### src/rtl/fetch_stage.sv
// RV32I instruction-fetch stage: owns the PC, drives the synchronous-read icache and
// registers the fetched instruction. Optional FETCH_PERF_EN adds fetch/bubble counters.
module fetch_stage #(
  parameter logic [31:0] RESET_PC = 32'h4000_0000,
  parameter logic [31:0] NOP      = 32'h0000_0013
) (
  input  logic        clk,
  input  logic        rst,
  input  logic [1:0]  pc_sel,
  input  logic [31:0] alu_out,
  input  logic [31:0] icache_dout,
  output logic [31:0] icache_addr,
  output logic        icache_re,
  output logic [31:0] pc_out,
  output logic [31:0] prev_inst,
  output logic [31:0] prev_pc,
  output logic        inst_valid,
  output logic        fetch_misaligned
`ifdef FETCH_PERF_EN
  ,
  output logic [31:0] fetch_count,
  output logic [31:0] bubble_count
`endif
);

  typedef enum logic [1:0] {
    ST_RST  = 2'd0,
    ST_BOOT = 2'd1,
    ST_RUN  = 2'd2
  } state_e;

  state_e      state_q, state_d, state_s;
  logic [31:0] pc_q, pc_d;
  logic [31:0] prev_inst_q, prev_inst_d;
  logic [31:0] prev_pc_q, prev_pc_d;
  logic        inst_valid_q, inst_valid_d;
  logic        misaligned_q, misaligned_d;
  logic [31:0] next_pc_s;
`ifdef FETCH_PERF_EN
  logic [31:0] fetch_cnt_q, fetch_cnt_d;
  logic [31:0] bubble_cnt_q, bubble_cnt_d;
`endif

  // The register only remembers "reset seen" or "running"; the first cycle with rst
  // high after reset is the BOOT cycle, so BOOT needs no registered encoding of its own.
  always_comb begin
    state_s = ST_RST;
    if (!rst) begin
      state_s = ST_RST;
    end else if (state_q == ST_RUN) begin
      state_s = ST_RUN;
    end else begin
      state_s = ST_BOOT;
    end
  end

  always_comb begin
    state_d      = state_q;
    next_pc_s    = pc_q;
    icache_re    = 1'b0;
    icache_addr  = RESET_PC;
    pc_d         = pc_q;
    prev_inst_d  = prev_inst_q;
    prev_pc_d    = prev_pc_q;
    inst_valid_d = inst_valid_q;
    misaligned_d = 1'b0;
`ifdef FETCH_PERF_EN
    fetch_cnt_d  = fetch_cnt_q;
    bubble_cnt_d = bubble_cnt_q;
`endif
    case (state_s)
      ST_RST: begin
        state_d = ST_RST;
      end
      ST_BOOT: begin
        state_d      = ST_RUN;
        icache_re    = 1'b1;
        icache_addr  = RESET_PC;
        pc_d         = RESET_PC;
        prev_inst_d  = NOP;
        inst_valid_d = 1'b0;
      end
      ST_RUN: begin
        state_d   = ST_RUN;
        icache_re = 1'b1;
        case (pc_sel)
          2'b00: begin
            // Refetch: the instruction on icache_dout will arrive again next cycle.
            next_pc_s    = pc_q;
            prev_inst_d  = NOP;
            inst_valid_d = 1'b0;
          end
          2'b01: begin
            next_pc_s    = {alu_out[31:2], 2'b00};
            prev_inst_d  = NOP;
            inst_valid_d = 1'b0;
            misaligned_d = alu_out[1];
          end
          default: begin
            next_pc_s    = pc_q + 32'd4;
            prev_inst_d  = icache_dout;
            prev_pc_d    = pc_q;
            inst_valid_d = 1'b1;
          end
        endcase
        icache_addr = next_pc_s;
        pc_d        = next_pc_s;
`ifdef FETCH_PERF_EN
        if (inst_valid_d) begin
          fetch_cnt_d = fetch_cnt_q + 32'd1;
        end else begin
          bubble_cnt_d = bubble_cnt_q + 32'd1;
        end
`endif
      end
      default: begin
        state_d = ST_RST;
      end
    endcase
  end

  always_ff @(posedge clk) begin
    if (!rst) begin
      state_q      <= ST_RST;
      pc_q         <= RESET_PC;
      prev_inst_q  <= NOP;
      prev_pc_q    <= 32'h0000_0000;
      inst_valid_q <= 1'b0;
      misaligned_q <= 1'b0;
`ifdef FETCH_PERF_EN
      fetch_cnt_q  <= 32'h0000_0000;
      bubble_cnt_q <= 32'h0000_0000;
`endif
    end else begin
      state_q      <= state_d;
      pc_q         <= pc_d;
      prev_inst_q  <= prev_inst_d;
      prev_pc_q    <= prev_pc_d;
      inst_valid_q <= inst_valid_d;
      misaligned_q <= misaligned_d;
`ifdef FETCH_PERF_EN
      fetch_cnt_q  <= fetch_cnt_d;
      bubble_cnt_q <= bubble_cnt_d;
`endif
    end
  end

  assign pc_out           = pc_q;
  assign prev_inst        = prev_inst_q;
  assign prev_pc          = prev_pc_q;
  assign inst_valid       = inst_valid_q;
  assign fetch_misaligned = misaligned_q;
`ifdef FETCH_PERF_EN
  assign fetch_count      = fetch_cnt_q;
  assign bubble_count     = bubble_cnt_q;
`endif

endmodule

### config.mk
export PLATFORM = sky130hd
export DESIGN_NAME = fetch_stage
export DESIGN_NICKNAME = d
export VERILOG_FILES = /design/src/rtl/fetch_stage.sv
export SDC_FILE = /design/constraint.sdc
export NUM_CORES = 1
export LEC_CHECK = 0
export CAP_MARGIN = 10
export CORE_MARGIN = 4
export CORE_UTILIZATION = 36
export CTS_CLUSTER_DIAMETER = 40
export DETAILED_ROUTE_END_ITERATION = 6
export PLACE_DENSITY_LB_ADDON = 0.08
export RECOVER_POWER = 50
export SYNTH_ARGS = -nofsm -noshare
export SYNTH_HDL_FRONTEND = slang
export SYNTH_SLANG_ARGS = --single-unit
### constraint.sdc
create_clock -name clk -period 2.1 [get_ports clk]
set_input_delay 0.42 -clock clk [delete_from_list [all_inputs] [get_ports clk]]
set_output_delay 0.42 -clock clk [all_outputs]
set_load 0.005 [all_outputs]
# After elaboration in Yosys (flattened, before gate mapping)
# Cells that the tools add are included.
# totals
reg_bits,100
output_inout_bits,131
word_cells,29
# classes
mux,11
n_reduce_logical,6
addsub,1
bitwise_logic,1
n_eq_ne,4
# ops
operator,n
$pmux 32 s2,3
$mux 32,2
$add 32x3->32 const B,1
$mux 2,3
$eq 2x1->1 const B,2
$eq 2x2->1 const B,2
$reduce_or 2->1,2
$reduce_and 3->1,1
$logic_not 2->1,1
$mux 1,2
$pmux 1 s2,1
$reduce_and 2->1,1
$reduce_bool 2->1,1
$not 1->1,1

# Logic depth before layout (Yosys ltp)
# Gate-level depths: netlist of the first run.
# logic_depth
ltp_word,6
mapped_depth,7

# Least setup slack after synthesis of the first run
# No wires, ideal clock.
# synth_timing
path_type,register -> output
from,reg pc_q[2] (netlist: pc_out[2])
to,out icache_addr[18]
path_buffers,0
slack_ns,-0.168
stages_incl_launch_ff,6
t_arrival_ns,1.848
cell_sequence,dfxtp_1 > ha_1 > nand2_1 > or3_4 > or4_4 > a31oi_1
# synth_between
elab_chain_len,3
# synth_lines
item,line,rtl
start: declaration,33,"logic [31:0] pc_q, pc_d;"
start signal: assignment,136,pc_q <= pc_d;
$add 32x3->32,100,next_pc_s = pc_q + 32'd4;
$pmux 32 s2,86,case (pc_sel)
$mux 32,71,case (state_s)
end: declaration,12,"output logic [31:0] icache_addr,"
# No other way between the ends.

# Worst setup path after layout of the first run
# layout_timing
from,reg pc_q[2] (netlist: pc_out[2])
to,out icache_addr[16]
# The elaborated chain is that of the path after synthesis.

==> metrics.yaml, run 1 <==
avgSynthCellArea_um2: 8.44
syn-cell-area_um2: 4010
p_comb_frac: 0.167
period_minus_slack_ns: 2.64
grt_overflow: 0
yosys.area_share.simple: 0.286
grt_pass1_vias: 5175
core-area_um2: 10900
clk_latency_ns: 0.39
drc_errors: 0
critPathKind: "reg -> out"
power_frac_seq: 0.499
cts_tree: "yes"
grt_setup_unrepaired: "true"
grt_use_met3: 0.0785
ios: 199
wirelength_um: 17600
pwr-share-clk: 0.335
p_sw_mw: 1.05
synth_cells: 475
power_density_nw_per_um2: 485
p_int_mw: 2.86
path_clk_slew_ns: 0.10
use_met2: 0.443
drtAntennaViolNets: 0
start_util: 0.368
reg2reg_to: "pc_out[11]"
power_mw: 3.91
cts.sinks: 99
r2r_start: "pc_out[3]"
worstPathMaxFanout: 4
holdBufCountCts: 0
die_h_um: 114
synth_seq_area_share: 0.495
cp-end-kind: "output port"
ys_warn_count: 0
fin_setup_tns_ns: -9.54
drive_gt1_frac: 0.377
whs_path_depth: 2
outcome: "finished, violations left"
antenna_found_initial: 0
drv_slew: 0
final_hold_viol_count: 0
cts_root_buffer: "clkbuf_8"
dpl.hpwl_um: 11600
h-tree-depth: 3
r2r_setup_slack_ns: 0.10
track_usage: 0.258
synth_compound_area_frac: 0.137
grt_use_met1: 0.310
grt_max_degree: 28
reg2reg_depth: 11
setup_slack_ns: -0.539
crit_arrival_ns: 2.22
swShare: 0.268
busiest_layer: "met2"
setup_viol: 31
final_common_cell: "clkdlybuf4s50_1"
synthAdderAreaFrac: 0.00312
grt_pass1_wl_um: 26400
die-area_um2: 12900
num_rows: 38
viasPerCell: 5.19
hp-start: "prev_pc[29]"
required_ns: 1.68
ys_types: 43
holdPathEnd: "prev_pc[29]"
fillers: 791
synth_xor_xnor_area_share: 0.0153
nets: 887
hold_class: "reg -> reg"
hold-worst-slack_ns: 0.459
port-buffer-count: 197
cap_violations: 0
fin_skew_ns: 0.0103
cts_made_buffers: 9
p_leak_nw: 3.52
clk_path_buf_depth: 2
synth_ff_type: "dfxtp_1"
fin_crit_sh: 1.26
place_congestion: 0.814
startpoint_type: "flip-flop"
synth-edff-count: 0
tightest_slew_ns: 0.837
drt_iter0_markers: 265
peakVddDrop_v: 0.000624
synth_fp_nets: 544
wl_per_cell_um: 18.2
vias: 4999
area_delta_synth_final_pct: 101
max_clock_freq_mhz: 379
dieWidth_um: 114
violations: "negative setup slack"
most-common-layout-cells: "clkdlybuf4s50_1 (161), buf_4 (122), dfxtp_1 (78), nand2_1 (71), buf_6 (40)"
antenna_cells: 0
synth_top_family_by_area: "simple AND/OR/NAND/NOR gates"
ys_async_sr_fraction: 0
synth_seq_cells: 99
synth_mux_area_frac: 0.0240
drt_pass1_iterations: 5
max_slew_margin: 0.442
-- metrics by stage --
step           utilization  cell area, um2  worst slack [ns]  cells
2_1_floorplan            -            4040            0.0104    475
3_3_place_gp         0.632            6880            -0.584    886
3_5_place_dp         0.632            6880            -0.600    886
4_1_cts              0.718            7820            -0.504    959
5_1_grt              0.739            8050            -0.643    963
6_report             0.739            8050            -0.539    963
-- critical path: stages, from the launching register on --
cell      delay, ns
dfxtp_4        0.39
ha_4           0.16
nand2_4        0.06
or3_4          0.37
buf_6          0.14
nor2_4         0.10
buf_6          0.12
a211oi_4       0.05
a311oi_1       0.26
buf_2          0.18
-- Yosys cell counts (all sizes together), types with 2 or more instances --
cell	n	area, um2
or3	5	36.3
xor2	7	61.3
o211ai	5	37.5
a21o	2	15.0
nor2b	3	18.8
a211oi	11	82.6
nand4	7	50.1
nand3	43	228
a2111oi	2	17.5
a311oi	5	43.8
and2	3	18.8
and3	37	231
o221ai	2	17.5
a221oi	3	26.3
clkbuf	31	116
mux2i	4	40.0
nor2	31	119
a31oi	3	18.8
nor4	7	43.8
mux2	5	56.3
buf	7	28.8
a21oi	29	145
o21ai	20	100
nor3	15	86.3
inv	4	15.0
dfxtp	99	1980
nand2	75	282
a41oi	2	17.5
-- worst max-delay path by stage --
stage,depth (start not counted),start,endpoint
after floorplan,5,pc_out[11],icache_addr[18]
after global placement,8,pc_sel[0],icache_addr[5]
after detailed placement,8,pc_sel[0],icache_addr[5]
final,9,pc_out[2],icache_addr[16]
after CTS,8,pc_out[2],icache_addr[19]
after global routing,9,pc_out[2],icache_addr[16]
-- what timing repair did --
item / CTS / global route
endpoints found under the hold margin: 0 / 0
cloned: 0 / 0
pin swaps: 46 / 38
endpoints found under the setup margin: 33 / 33
resized for setup: 225 / 73
buffers inserted: 58 / 21
-- power by group through the flow --
| stage | clock network [mW] | registers, mW | logic [mW] |
|---|---|---|---|
| floorplan | 0 | 2.00 | 0.165 |
| global placement | 0 | 1.99 | 0.556 |
| detailed placement | 0 | 1.99 | 0.563 |
| CTS | 1.34 | 1.95 | 0.623 |
| global route | 1.42 | 1.95 | 0.695 |
| finish | 1.31 | 1.95 | 0.651 |
-- layer usage --
layer | part of all wire | up-vias | wire length (um)
met1 | 0.40 | 2381 | 7100
met2 | 0.50 | 209 | 8760
met4 | 0.020 | 0 | 348
li1 | - | 2372 | -
met5 | 0 | - | 0
met3 | 0.078 | 37 | 1360
-- flip-flops by register name (all words and copies together), names as in the netlist --
name,count
pc_out,32
prev_inst,32
inst_valid,1
fetch_misaligned,1
prev_pc,32
state_q,1
-- area by class of cell --
type                            count  area [um2]  share of cell area
Sequential cell                    99        2020               0.251
Multi-Input combinational cell    334        2380               0.296
Tap cell                          140         175              0.0218
Clock buffer                        9         124              0.0154
Clock inverter                      7        83.8              0.0104
Timing Repair Buffer              370        3250               0.404
Inverter                            4        15.0             0.00187
-- cell families (layout without fill, tap and decap cells) --
logic type      count (synthesis)  count (layout)
buf+inv                        42             390
flops                          99              99
mux                             9               9
xor+xnor                        7               7
fa+ha+maj                       1               1
simple gates                  230             230
compound gates                 87              87
No activity file was read; power rests on OpenSTA's default activity.
==> run 2, diff against run 1 <==
--- a/config.mk
+++ b/config.mk
@@ -8,4 +8,6 @@
 export CAP_MARGIN = 10
+export CELL_PAD_IN_SITES_DETAIL_PLACEMENT = 2
+export CELL_PAD_IN_SITES_GLOBAL_PLACEMENT = 2
 export CORE_MARGIN = 4
-export CORE_UTILIZATION = 36
+export CORE_UTILIZATION = 20
 export CTS_CLUSTER_DIAMETER = 40
@@ -17 +19,2 @@
 export SYNTH_SLANG_ARGS = --single-unit
+export TNS_END_PERCENT = 20
--- a/constraint.sdc
+++ b/constraint.sdc
@@ -3,2 +3,2 @@
 set_output_delay 0.42 -clock clk [all_outputs]
-set_load 0.005 [all_outputs]
+set_load 0.1 [all_outputs]
==> run 2 against run 1 <==
Effect of this change:
- the run still ends with negative setup slack left
- clock power is 37% higher
- cell count grew 6.9%
- die area grew 74%
- register-to-register slack gained 0.23 ns
- largest power group unchanged
- combinational power up 72%
==> metrics.yaml, run 2 (synthesized netlist as in run 1, its figures left out) <==
outcome: "finished, violations left"
violations: "negative setup slack"
critPathKind: "reg -> out"
start_util: 0.205  # -0.164
core-area_um2: 19600  # +80%
nets: 828  # -6.7%
p_leak_nw: 3.47  # -1.4%
num_rows: 51  # +34%
wirelength_um: 20400  # +16%
final_common_cell: "buf_4"
dieWidth_um: 150  # +32%
path_clk_slew_ns: 0.08  # -0.02 ns
peakVddDrop_v: 0.000427  # -32%
drt_iter0_markers: 131  # -51%
cp-end-kind: "output port"
antenna_cells: 0  # unchanged
place_congestion: 0.783  # -3.8%
tightest_slew_ns: 0.986  # +0.148 ns
die_h_um: 150  # +32%
track_usage: 0.179  # -0.0791
port-buffer-count: 197  # unchanged
setup_viol: 31  # unchanged
period_minus_slack_ns: 2.61  # -0.0337 ns
drive_gt1_frac: 0.471  # +0.0945
area_delta_synth_final_pct: 97.7
grt_setup_unrepaired: "true"
place_inst: 1011  # +14%
drv_slew: 0  # unchanged
fillers: 2183  # +180%
h-tree-depth: 3  # unchanged
max_clock_freq_mhz: 384  # +1.3%
required_ns: 1.68  # about the same
drtAntennaViolNets: 0  # unchanged
cts.sinks: 99  # unchanged
viasPerCell: 4.55  # -12%
dpl.hpwl_um: 15600  # +35%
cts_tree: "yes"
final_cells: 1029  # +6.9%
power_density_nw_per_um2: 612  # +26%
ios: 199  # unchanged
max_slew_margin: 0.343  # -0.0988
grt_overflow: 0  # unchanged
hold-worst-slack_ns: 0.463  # +0.00412 ns
fin_skew_ns: 0.00521  # -0.00507 ns
crit_path_top_delay_cell: "dfxtp_4"
fin_util: 0.404  # -0.334
holdBufCountCts: 0  # unchanged
crit_arrival_ns: 2.19  # -0.03 ns
cap_violations: 0  # unchanged
grt_pass1_vias: 5306  # +2.5%
grt_max_degree: 49  # +75%
setup_slack_ns: -0.505  # +0.0337 ns
vias: 4683  # -6.3%
antenna_found_initial: 1  # +1
startpoint_type: "flip-flop"
die-area_um2: 22400  # +74%
cts_made_buffers: 9  # unchanged
clk_latency_ns: 0.36  # -0.03 ns
wl_per_cell_um: 19.8  # +8.5%
fin_crit_sh: 1.24  # -0.0161
path_cells: "nand3_4 > buf_6 > nor4_4 > buf_4 > nand2_2 > xor2_1 > o211ai_1 > buf_12"
worstPathMaxFanout: 5  # +1
final_hold_viol_count: 0  # unchanged
drt_pass1_iterations: 4  # -1
clk_path_buf_depth: 2  # unchanged
hold_class: "reg -> reg"
most-common-layout-cells: "buf_4 (137), dfxtp_1 (73), nand2_1 (71), clkdlybuf4s50_1 (63), clkbuf_2 (62)"
max_stage_delay_ns: 0.37  # -0.02 ns
dpl_worst_slack_ns: -0.493  # +0.108 ns
cts_root_buffer: "clkbuf_16"
drc_errors: 0  # unchanged
grt_pass1_wl_um: 31000  # +17%
==> run 2: cell count changes in the layout (fill, tap and decap cells not counted), moves of 4 or more <==
| cell | delta |
|---|---|
| clkbuf_1 | -7 |
| dlygate4sd2_1 | -4 |
| dfxtp_1 | -5 |
| buf_6 | -34 |
| buf_4 | +15 |
| clkbuf_8 | -9 |
| buf_2 | -24 |
| clkdlybuf4s50_1 | -98 |
| dfxtp_4 | +20 |
| dfxtp_2 | -15 |
| clkbuf_2 | +58 |
| buf_12 | +39 |
| clkbuf_16 | +9 |
==> run 2: area by class of cell <==
class | instances | area (um2) | area share
clock inverter | 7 | 93.8 | 0.0118
clock buffer | 9 | 225 | 0.0284
timing repair buffer | 311 | 2850 | 0.360
tap | 265 | 332 | 0.0419
sequential | 99 | 2070 | 0.262
multi-input combinational | 334 | 2330 | 0.294
inverter | 4 | 15.0 | 0.00190
==> run 2: repair_timing <==
item	CTS	global route
setup endpoints to repair	32	31
gates resized for setup	31	15
buffers inserted	5	0
pin swaps	27	9
==> run 2: layer usage <==
metal  wire [um]  part of all wire  track usage
met1        8120              0.40        0.202
met2       10900              0.53        0.337
met4         198            0.0097       0.0380
met5          13           0.00064            0
met3        1170             0.058       0.0488
==> run 2: worst max-delay path, delay by kind of cell (launching register included) <==
family | cells | cell delay [ns]
simple gates | 3 | 0.43
xor+xnor | 1 | 0.15
flops | 1 | 0.37
buf+inv | 3 | 0.56
compound gates | 1 | 0.30
==> run 2: path summary, 6_finish.rpt <==
check / start / slack [ns] / end / cells after the start
worst min-delay path: prev_pc[15] / 0.46 / prev_pc[15] / 2
worst min register to register: prev_pc[15] / 0.46 / prev_pc[15] / 2
worst max register to register: pc_out[6] / 0.33 / pc_out[21] / 8
worst max-delay path: pc_out[6] / -0.51 / icache_addr[28] / 8
==> run 2: stage by stage <==
step	TNS, ns	power [mW]	area, um2
floorplan	-23.12	2.63	4440
global route	-15.53	5.05	7920
global placement	-10.08	3.09	7570
detailed placement	-14.73	3.11	7570
CTS	-11.35	4.95	8020
finish	-11.45	4.85	7920
==> run 2: power breakdown <==
part           leakage (nW)  internal, mW  switching [mW]
Combinational          2.49         0.373           0.747
Sequential            0.823          1.90          0.0268
Clock                 0.154         0.871           0.929
Total                  3.47          3.14            1.70
==> run 3, diff against run 2 <==
SKIP_LAST_GASP = 1   (was not set)
==> run 3 against run 2 <==
Effect of this change:
- the flow still finishes with violations (negative setup slack)
- first-iteration DRC count fell by 31%
- worst setup slack got worse by 0.0099 ns
- fmax fell by 0.38%
- worst hold slack improved by 0.0011 ns
- sequential cell count did not move
- utilization rose by 0.82 points
- sequential power barely moved
- combinational power barely moved
- via count rose by 0.98%
- critical path type unchanged
- largest cell class unchanged
- largest power group unchanged
- highest routed layer unchanged
==> metrics.yaml, run 3 (synthesized netlist as in run 1, its figures left out) <==
outcome: "finished, violations left"
violations: "negative setup slack"
r2r_setup_slack_ns: 0.32  # about the same
wl_per_cell_um: 19.9  # +0.32%
vias: 4729  # +0.98%
clk_latency_ns: 0.36  # about the same
wirelength_um: 20500  # +0.52%
cts_tree: "yes"
ios: 199  # unchanged
dpl.hpwl_um: 15600  # unchanged
cp-end-kind: "output port"
wl_met2_um: 10900  # +0.52%
holdPathEnd: "prev_pc[15]"
drtAntennaViolNets: 0  # unchanged
fin_setup_tns_ns: -12.93  # -1.47 ns
viasPerCell: 4.59  # +0.79%
peakVddDrop_v: 0.000430  # +0.64%
core-area_um2: 19600  # unchanged
grt_overflow: 0  # unchanged
nets: 830  # +0.24%
dpl_worst_slack_ns: -0.493  # unchanged
whs_path_depth: 2  # unchanged
route.met3.wl_um: 1190  # +1.5%
fin_util: 0.413  # +0.00817
max_slew_margin: 0.338  # -0.00508
final_cells: 1031  # +0.19%
met1_length_um: 8160  # +0.52%
drc_errors: 0  # unchanged
startpoint_type: "flip-flop"
place_congestion: 0.783  # unchanged
p_leak_nw: 3.52  # +1.4%
num_rows: 51  # unchanged
die_h_um: 150  # unchanged
area_delta_synth_final_pct: 102
most-common-layout-cells: "buf_4 (202), dfxtp_1 (73), nand2_1 (70), clkdlybuf4s50_1 (64), buf_12 (40)"
h-tree-depth: 3  # unchanged
path_cells: "nand4_1 > nor4_2 > buf_4 > nand2_2 > xor2_1 > o211ai_1 > buf_12"
grt_pass1_vias: 5302  # -0.075%
path_clk_slew_ns: 0.08  # about the same
postPlaceCellArea_um2: 7570  # unchanged
cts_made_buffers: 9  # unchanged
drt_pass1_iterations: 4  # unchanged
period_minus_slack_ns: 2.62  # +0.00992 ns
fin_crit_sh: 1.25  # +0.00472
crit_arrival_ns: 2.20  # about the same
track_usage: 0.179  # -0.000318
clk_path_buf_depth: 2  # unchanged
cts.sinks: 99  # unchanged
drive_gt1_frac: 0.471  # about the same
place_inst: 1011  # unchanged
cts_root_buffer: "clkbuf_16"
top_layer_used: "met5"
hold_class: "reg -> reg"
die-area_um2: 22400  # unchanged
reg2reg_depth: 7  # -1
holdBufCountCts: 0  # unchanged
critPathKind: "reg -> out"
fin_skew_ns: 0.00636  # +0.00115 ns
port-buffer-count: 197  # unchanged
final_common_cell: "buf_4"
final_area_um2: 8080  # +2.0%
hp-start: "prev_pc[15]"
reg2reg_to: "pc_out[26]"
grt_pass1_wl_um: 30900  # -0.25%
drt_iter0_markers: 91  # -31%
tightest_slew_ns: 0.993  # +0.00762 ns
setup_slack_ns: -0.515  # -0.00992 ns
drv_slew: 0  # unchanged
worstPathMaxFanout: 2  # -3
final_hold_viol_count: 0  # unchanged
antenna_found_initial: 1  # unchanged
grt_max_degree: 49  # unchanged
grt_setup_unrepaired: "true"
cap_violations: 0  # unchanged
start_util: 0.205  # unchanged
r2r_start: "pc_out[5]"
antenna_cells: 0  # unchanged
max_clock_freq_mhz: 382  # -0.38%
dieWidth_um: 150  # unchanged
power_density_nw_per_um2: 601  # -1.7%
setup_viol: 32  # +3.2%
fillers: 2163  # -0.92%
required_ns: 1.68  # about the same
crit_path_top_delay_cell: "nor4_2"
max_stage_delay_ns: 0.40  # +0.03 ns
## run 3: cell count changes in the layout (fill, tap and decap cells not counted), sizes merged
cell,before,now
buf,185,248
clkbuf,72,10
clkdlybuf4s50,63,64
## run 3: layout make-up
type | count | area (um2) | share of cell area
clock inverter | 7 | 93.8 | 0.0116
multi-input combinational | 334 | 2320 | 0.288
clock buffer | 9 | 225 | 0.0279
timing repair buffer | 313 | 3020 | 0.373
tap | 265 | 332 | 0.0410
sequential | 99 | 2070 | 0.257
inverter | 4 | 15.0 | 0.00186
## run 3: worst max path at each step
stage	start	end	slack, ns	cells past startpoint
2_1_floorplan	pc_out[15]	icache_addr[28]	-1.31	6
3_3_place_gp	pc_sel[0]	icache_addr[5]	-0.44	8
3_5_place_dp	pc_sel[0]	icache_addr[5]	-0.49	8
4_1_cts	pc_out[3]	icache_addr[11]	-0.54	7
5_1_grt	pc_out[27]	icache_addr[28]	-0.66	7
6_report	pc_out[27]	icache_addr[28]	-0.52	7
## run 3: per-layer routing
layer,vias up,global-route usage
met3,14,0.0488
met4,2,0.0380
met2,117,0.336
li1,2255,-
met1,2341,0.201
met5,-,0
## run 3: what timing repair did
item                                    4_1_cts  5_1_grt
endpoints found under the setup margin       32       32
gates resized for setup                      17       18
pin swaps                                    18        8
setup buffers                                 5        3
## run 3: power by group
group | total, mW | internal [mW] | leakage (nW) | switching [mW]
registers | 1.93 | 1.90 | 0.823 | 0.0275
clock network | 1.79 | 0.871 | 0.154 | 0.924
logic | 1.14 | 0.390 | 2.54 | 0.748
## run 3: stage by stage
step	hold slack, ns	power (mW)
floorplan	0.522	2.63
global placement	0.443	3.09
detailed placement	0.450	3.11
CTS	0.461	4.94
global route	0.479	5.07
finish	0.464	4.86
## run 3: worst max-delay path: cells and delay by family, from the launching register on
kind | cells | cell delay, ns
simple gates | 3 | 0.60
buf+inv | 2 | 0.42
flops | 1 | 0.35
compound gates | 1 | 0.30
xor+xnor | 1 | 0.16
